==> config.mk <==
export PLATFORM = sky130hd
export DESIGN_NAME = switch_matrix_scanner
export DESIGN_NICKNAME = d
export VERILOG_FILES = /design/src/rtl/switch_matrix_scanner.sv
export SDC_FILE = /design/constraint.sdc
export NUM_CORES = 1
export LEC_CHECK = 0
export ABC_AREA = 1
export BUFFER_PORTS_ARGS = -buffer_cell sky130_fd_sc_hd__buf_2
export CAP_MARGIN = 20
export CELL_PAD_IN_SITES_DETAIL_PLACEMENT = 2
export CELL_PAD_IN_SITES_GLOBAL_PLACEMENT = 2
export CORE_ASPECT_RATIO = 1.25
export CORE_MARGIN = 1.5
export CORE_UTILIZATION = 37
export CTS_CLUSTER_SIZE = 8
export DETAILED_ROUTE_END_ITERATION = 7
export GPL_TIMING_DRIVEN = 0
export HOLD_SLACK_MARGIN = 0.03
export PLACE_DENSITY = 0.83
export SLEW_MARGIN = 10
export SYNTH_ARGS = -nofsm -noshare
export SYNTH_HDL_FRONTEND = slang
export SYNTH_SLANG_ARGS = --single-unit
export TNS_END_PERCENT = 10
==> constraint.sdc <==
create_clock -name clk -period 3.5 [get_ports clk]
set_clock_uncertainty 0.1 [all_clocks]
set_input_delay 0.525 -clock clk [delete_from_list [all_inputs] [get_ports clk]]
set_output_delay 0.525 -clock clk [all_outputs]
set_load 0.05 [all_outputs]
==> src/rtl/switch_matrix_scanner.sv <==
// Column-at-a-time N x N key matrix scanner with per-key synchronizing debounce and a game-grid bitmap.
// Define SWITCH_MATRIX_TOGGLE_EN to make each debounced press toggle its pattern cell instead of mirroring pressed.
module switch_matrix_scanner #(
  parameter int N              = 8,
  parameter int SETTLE_CYCLES  = 64,
  parameter int DEBOUNCE_SCANS = 4
) (
  input  logic             clk,
  input  logic             rst,
  input  logic             ena,
  input  logic [N-1:0]     row_sense,
  output logic [N-1:0]     col_drive,
  output logic [N*N-1:0]   pressed,
  output logic [N*N-1:0]   press_pulse,
  output logic [N*N-1:0]   pattern,
  output logic             frame_done
);

  localparam int KW = $clog2(N);
  localparam int SW = $clog2(SETTLE_CYCLES);
  localparam int CW = $clog2(DEBOUNCE_SCANS + 1);
  localparam logic [KW-1:0] K_LAST      = KW'(N - 1);
  localparam logic [SW-1:0] SETTLE_LAST = SW'(SETTLE_CYCLES - 1);
  localparam logic [CW-1:0] DEB_LIMIT   = CW'(DEBOUNCE_SCANS);
  localparam logic [N-1:0]  COL_ONE     = N'(1);

  typedef enum logic [1:0] {IDLE, DRIVE, SAMPLE} state_t;

  state_t        state, state_next;
  logic [KW-1:0] k, k_next;
  logic [SW-1:0] settle, settle_next;
  logic [N-1:0]  sync1, sync2;
  logic          sample_en;

  // NOTE: sequential state uses non-blocking assignments so every flop samples pre-edge values.
  always_ff @(posedge clk) begin
    if (rst) begin
      sync1 <= '0;
      sync2 <= '0;
    end else begin
      sync1 <= row_sense;
      sync2 <= sync1;
    end
  end

  always_ff @(posedge clk) begin
    if (rst) begin
      state      <= IDLE;
      k          <= '0;
      settle     <= '0;
      frame_done <= 1'b0;
    end else begin
      state      <= state_next;
      k          <= k_next;
      settle     <= settle_next;
      frame_done <= (state == SAMPLE) && (k == K_LAST);
    end
  end

  // NOTE: every always_comb output gets a default first so no path can infer a latch.
  always_comb begin
    state_next  = state;
    k_next      = k;
    settle_next = settle;
    unique case (state)
      IDLE: begin
        if (ena) begin
          state_next  = DRIVE;
          k_next      = '0;
          settle_next = '0;
        end
      end
      DRIVE: begin
        if (settle == SETTLE_LAST) state_next = SAMPLE;
        else                       settle_next = settle + 1'b1;
      end
      SAMPLE: begin
        settle_next = '0;
        if (!ena) begin
          state_next = IDLE;
          k_next     = '0;
        end else begin
          state_next = DRIVE;
          k_next     = (k == K_LAST) ? '0 : k + 1'b1;
        end
      end
      default: state_next = IDLE;
    endcase
  end

  assign col_drive = (state == IDLE) ? '0 : (COL_ONE << k);
  assign sample_en = (state == SAMPLE);

  for (genvar r = 0; r < N; r++) begin : g_row
    for (genvar c = 0; c < N; c++) begin : g_col
      localparam int IDX = r * N + c;
      logic [CW-1:0] cnt, cnt_inc;
      logic          key_q, pulse_q, hit, mismatch, flip;

      assign hit      = sample_en && (k == KW'(c));
      assign cnt_inc  = cnt + 1'b1;
      assign mismatch = (sync2[r] != key_q);
      assign flip     = hit && mismatch && (cnt_inc == DEB_LIMIT);

      // NOTE: debounce counters sit in the reset path too, so a scan after reset never inherits half-counted bounces.
      always_ff @(posedge clk) begin
        if (rst) begin
          cnt     <= '0;
          key_q   <= 1'b0;
          pulse_q <= 1'b0;
        end else begin
          pulse_q <= flip && !key_q;
          if (hit) begin
            cnt <= (!mismatch || flip) ? '0 : cnt_inc;
            if (flip) key_q <= ~key_q;
          end
        end
      end

      assign pressed[IDX]     = key_q;
      assign press_pulse[IDX] = pulse_q;

`ifdef SWITCH_MATRIX_TOGGLE_EN
      logic pat_q;
      always_ff @(posedge clk) begin
        if (rst)                 pat_q <= 1'b0;
        else if (flip && !key_q) pat_q <= ~pat_q;
      end
      assign pattern[IDX] = pat_q;
`else
      assign pattern[IDX] = key_q;
`endif
    end
  end

endmodule
[Yosys cells after proc, flatten, opt, wreduce, memory -nomap -nowiden]
Cells that the tools add are included.
Operators by class
  shifts and indexed selects: 1
  equality and inequality tests: 141
  muxes and demuxes: 76
  bitwise gates (word level): 64
  add/subtract/negate cells: 66
  reductions and logical operators: 463
Operator list (count)
  3-bit equality test, second input constant: 68
  3-bit two-way mux: 67
  1-bit logical AND: 200
  3-bit by 1-bit adder with 3-bit output, second input constant: 65
  2-bit AND reduction: 66
  1-bit zero test: 128
  1-bit logical OR: 64
  1-bit != test: 64
  1-bit inverter: 64
  6-bit one-hot mux with 3 select lines: 1
  6-bit two-way mux: 2
  8-bit two-way mux: 1
  1-bit by 3-bit << shifter with 8-bit output, first input constant: 1
  6-bit by 1-bit adder with 6-bit output, second input constant: 1
  3-bit by 2-bit equality test with 1-bit output, second input constant: 2
  6-bit equality test, second input constant: 1
  2-bit != test, second input constant: 3
  2-bit one-hot mux with 3 select lines: 1
  3-bit one-hot mux with 2 select lines: 1
  2-bit two-way mux: 2
  3-bit by 1-bit equality test with 1-bit output, second input constant: 1
  3-bit zero test: 1
  3-bit AND reduction: 1
  3-bit nonzero test: 1
  other kinds (5): 5
Storage, ports and cells
  register bits: 348
  bits of input ports: 11

[Logic depth before layout (Yosys ltp)]
  depth in word-level cells: 6
  mapped depth: 9

[Worst setup path before layout]
Ideal clock, no wire load.
  path kind: register -> output
  start: register k[0]
  end: output col_drive[7]
  buffers on the path: 0
  data required time: 2875 ps
  data arrival time: 1406 ps
  path slack: 1469 ps
  stages on the path, launching flop included: 5
  path through: dfxtp_1 ha_1 ha_1 inv_1 nor2_1
Between the ends
  longest elaborated chain between the ends: 2
Ends and longest elaborated chain
  start, declared: RTL line 30  | logic [KW-1:0] k, k_next;
  start signal, assigned: RTL line 54  | k <= k_next;
  1-bit by 3-bit << shifter with 8-bit output: RTL line 91  | assign col_drive = (state == IDLE) ? '0 : (COL_ONE << k);
  8-bit two-way mux: RTL line 91
  end, declared: RTL line 12  | output logic [N-1:0] col_drive,
No other way between the ends.

[Worst setup path in the final report]
  start: register k[0]
  end: output col_drive[5]
Same word-level chain as after synthesis.

==> impl_metrics.toml <==
[synth]
ys_ff_latch = 348
yosysTopAreaCell = "dfxtp_1"
synth_cells = 2168
ys_types = 28
syn_area_um2 = 17200
synth_top_area_frac = 0.405
synthTopCellsByArea = "dfxtp_1, ha_1, buf_4"
syn_area_per_cell_um2 = 7.93
synth_warnings = 0
ys_seq_area_frac = 0.405
syn-num-nets = 2314

[setup_path]
rr_endpoint = "settle[3]$_SDFFE_PP0P_"
reg2reg_from = "settle[1]$_SDFFE_PP0P_"
startpoint_type = "flop"
crit_end = "col_drive[5]"
crit_type = "reg -> out"
rrSetupSlack_ps = 1350
cp-startpoint = "k[0]$_SDFFE_PP0P_"
critPathCaptureType = "output pin"
reg2reg_depth = 6
critPathArrivalTime_ps = 1840
critPathMaxFanout = 4
required_ps = 2870

[clock_network]
cts_max_path_buffers = 3
ctsHoldBuffers = 0
cts_tree = "yes"
postCtsSetupRepairBufs = 0
cts_sinks = 348
cts_resized = 0
cts-root-buf = "clkbuf_16"
h-tree-depth = 2
cts_buffers = 49
cts.clk_slew.worst_paths_ps = 50
worstSkewPairLatency_ps = 560

[die]
start_util = 0.374
ioPinCount = 212
core-area_um2 = 46000
die_h_um = 244
std_cell_rows = 88
die-area_um2 = 47800
die_x_um = 196

[power]
comb_power_share = 0.039
p_int_w = 0.00655
powerDensity_nw_per_um2 = 422
power.switching_w = 0.00201
clkPwrFrac = 0.496
ir_worst_vdd_uv = 312
swShare = 0.235
power_w = 0.00857
p_leak_nw = 10.2
power_frac_seq = 0.466

[global_route]
antenna_found_initial = 0
globalRouteTotalUtil = 0.269
grt_max_degree = 12
grt_pass1_vias = 17441
grt-ovfl-total = 0
grt_pass1_wl_um = 98000

[route]
wl_um = 64100
first_pass_iters = 4
drt_first_iter_violations = 544
avgRoutedWirePerCell_um = 21.2
antenna_left = 0
drc = 0
viasPerCell = 5.16
vias = 15591

[sta]
hold_viol_final = 0
fin_setup_tns_ps = 0
setup_violations = 0
slew_violations = 0
relSlewSlack = 0.178
fin_crit_ps = 2460
fin_crit_sh = 0.704
fmax_mhz = 406
worst_slew_pin_slew_ps = 1230
rsz0062_at_grt = "no"

[placed_design]
dpl.cell_count = 2968
place_congestion = 0.809
dp_hpwl_um = 44000
port_buffers = 210

[cells_and_area]
drive_gt1_frac = 0.223
layout.cells.non_filler = 3019
layout.nets = 2580
synthToLayoutAreaGrowth_pct = 18.1

[worst_hold_path]
worstHoldPathType = "in -> reg"

[flow_run]
max_cap_viol_count = 0

[run_status]
status = "finished, final reports clean"
-- power by group through the flow --
stage | logic [W] | registers [W] | clock network [W]
2_1_floorplan | 0.000154 | 0.00407 | 0
3_3_place_gp | 0.000302 | 0.00407 | 0
3_5_place_dp | 0.000326 | 0.00407 | 0
4_1_cts | 0.000329 | 0.00399 | 0.00433
5_1_grt | 0.000347 | 0.00399 | 0.00448
6_report | 0.000331 | 0.00399 | 0.00425
-- area by class of cell --
type	instances	area, um^2
Clock inverter	1	30.0
Clock buffer	49	1230
Buffer	274	1830
Timing Repair Buffer	215	1120
Antenna cell	1	2.50
Inverter	339	1270
Fill cell	5225	25700
Tap cell	585	732
Sequential cell	348	6970
Multi-Input combinational cell	1207	7120
-- worst max-delay path, cell delays in order, from the launching register on --
cell,delay [ps]
dfxtp_1,400
ha_1,220
nand2_1,200
nor2_1,180
buf_2,290
-- metal layers --
| layer | vias up | share of wire | GRT usage |
|---|---|---|---|
| li1 | 7320 | - | - |
| met5 | - | 0 | 0 |
| met4 | 0 | 0.049 | 0.136 |
| met1 | 7730 | 0.40 | 0.294 |
| met2 | 375 | 0.51 | 0.500 |
| met3 | 166 | 0.042 | 0.0411 |
-- flip-flops by register name, summed over array words and instances (netlist names) --
name,flops
state,2
frame_done,1
settle,6
sync2,8
k,3
g_row.g_col.cnt,192
sync1,8
g_row.g_col.key_q,64
g_row.g_col.pulse_q,64
-- cells in the final DEF (no fill, tap or decap), drive strengths merged --
cell type,n
diode,1
xor2,48
nand3b,2
or2,18
nand4,108
buf,451
o21bai,2
nand2,269
xnor2,16
o211ai,1
inv,339
bufinv,1
nand3,203
clkbuf,87
ha,135
o21ai,83
a21oi,200
nor4,1
nor2,121
dfxtp,348
-- metrics by stage --
| stage | worst slack, ps | hold WS, ps | instance area [um^2] | utilization |
|---|---|---|---|---|
| floorplan | 1470 | 288 | 17200 | - |
| finish | 1040 | 72.1 | 20300 | 0.441 |
| detailed placement | 694 | 305 | 19000 | 0.414 |
| global route | 910 | 71.8 | 20300 | 0.441 |
| global placement | 607 | 292 | 19000 | 0.412 |
| CTS | 1020 | 52.2 | 20300 | 0.441 |
-- kinds of logic after synthesis --
| family | share of synthesized area |
|---|---|
| simple gates | 0.200 |
| buf+inv | 0.180 |
| flops | 0.405 |
| compound gates | 0.0837 |
| fa+ha+maj | 0.0983 |
| xor+xnor | 0.0326 |
-- cells in the mapped netlist (all sizes together) --
cell type and instances:
nand4 108, nor2 121, inv 339, xor2 48, a21oi 200, ha 135, o211ai 1, or2 18
nand2 269, buf 236, o21bai 2, clkbuf 38, xnor2 16, nand3 203, o21ai 83, nor4 1
dfxtp 348, nand3b 2
-- worst min path at each step --
stage / startpoint / end / slack, ps / cells after the start
floorplan: sync1[0]$_SDFF_PP0_ / sync2[0]$_SDFF_PP0_ / 290 / 2
global placement: sync1[5]$_SDFF_PP0_ / sync2[5]$_SDFF_PP0_ / 290 / 2
detailed placement: sync1[3]$_SDFF_PP0_ / sync2[3]$_SDFF_PP0_ / 310 / 2
CTS: row_sense[2] / sync1[2]$_SDFF_PP0_ / 50 / 3
global route: row_sense[7] / sync1[7]$_SDFF_PP0_ / 70 / 3
finish: row_sense[7] / sync1[7]$_SDFF_PP0_ / 70 / 3
No activity file was read; power rests on OpenSTA's default activity.
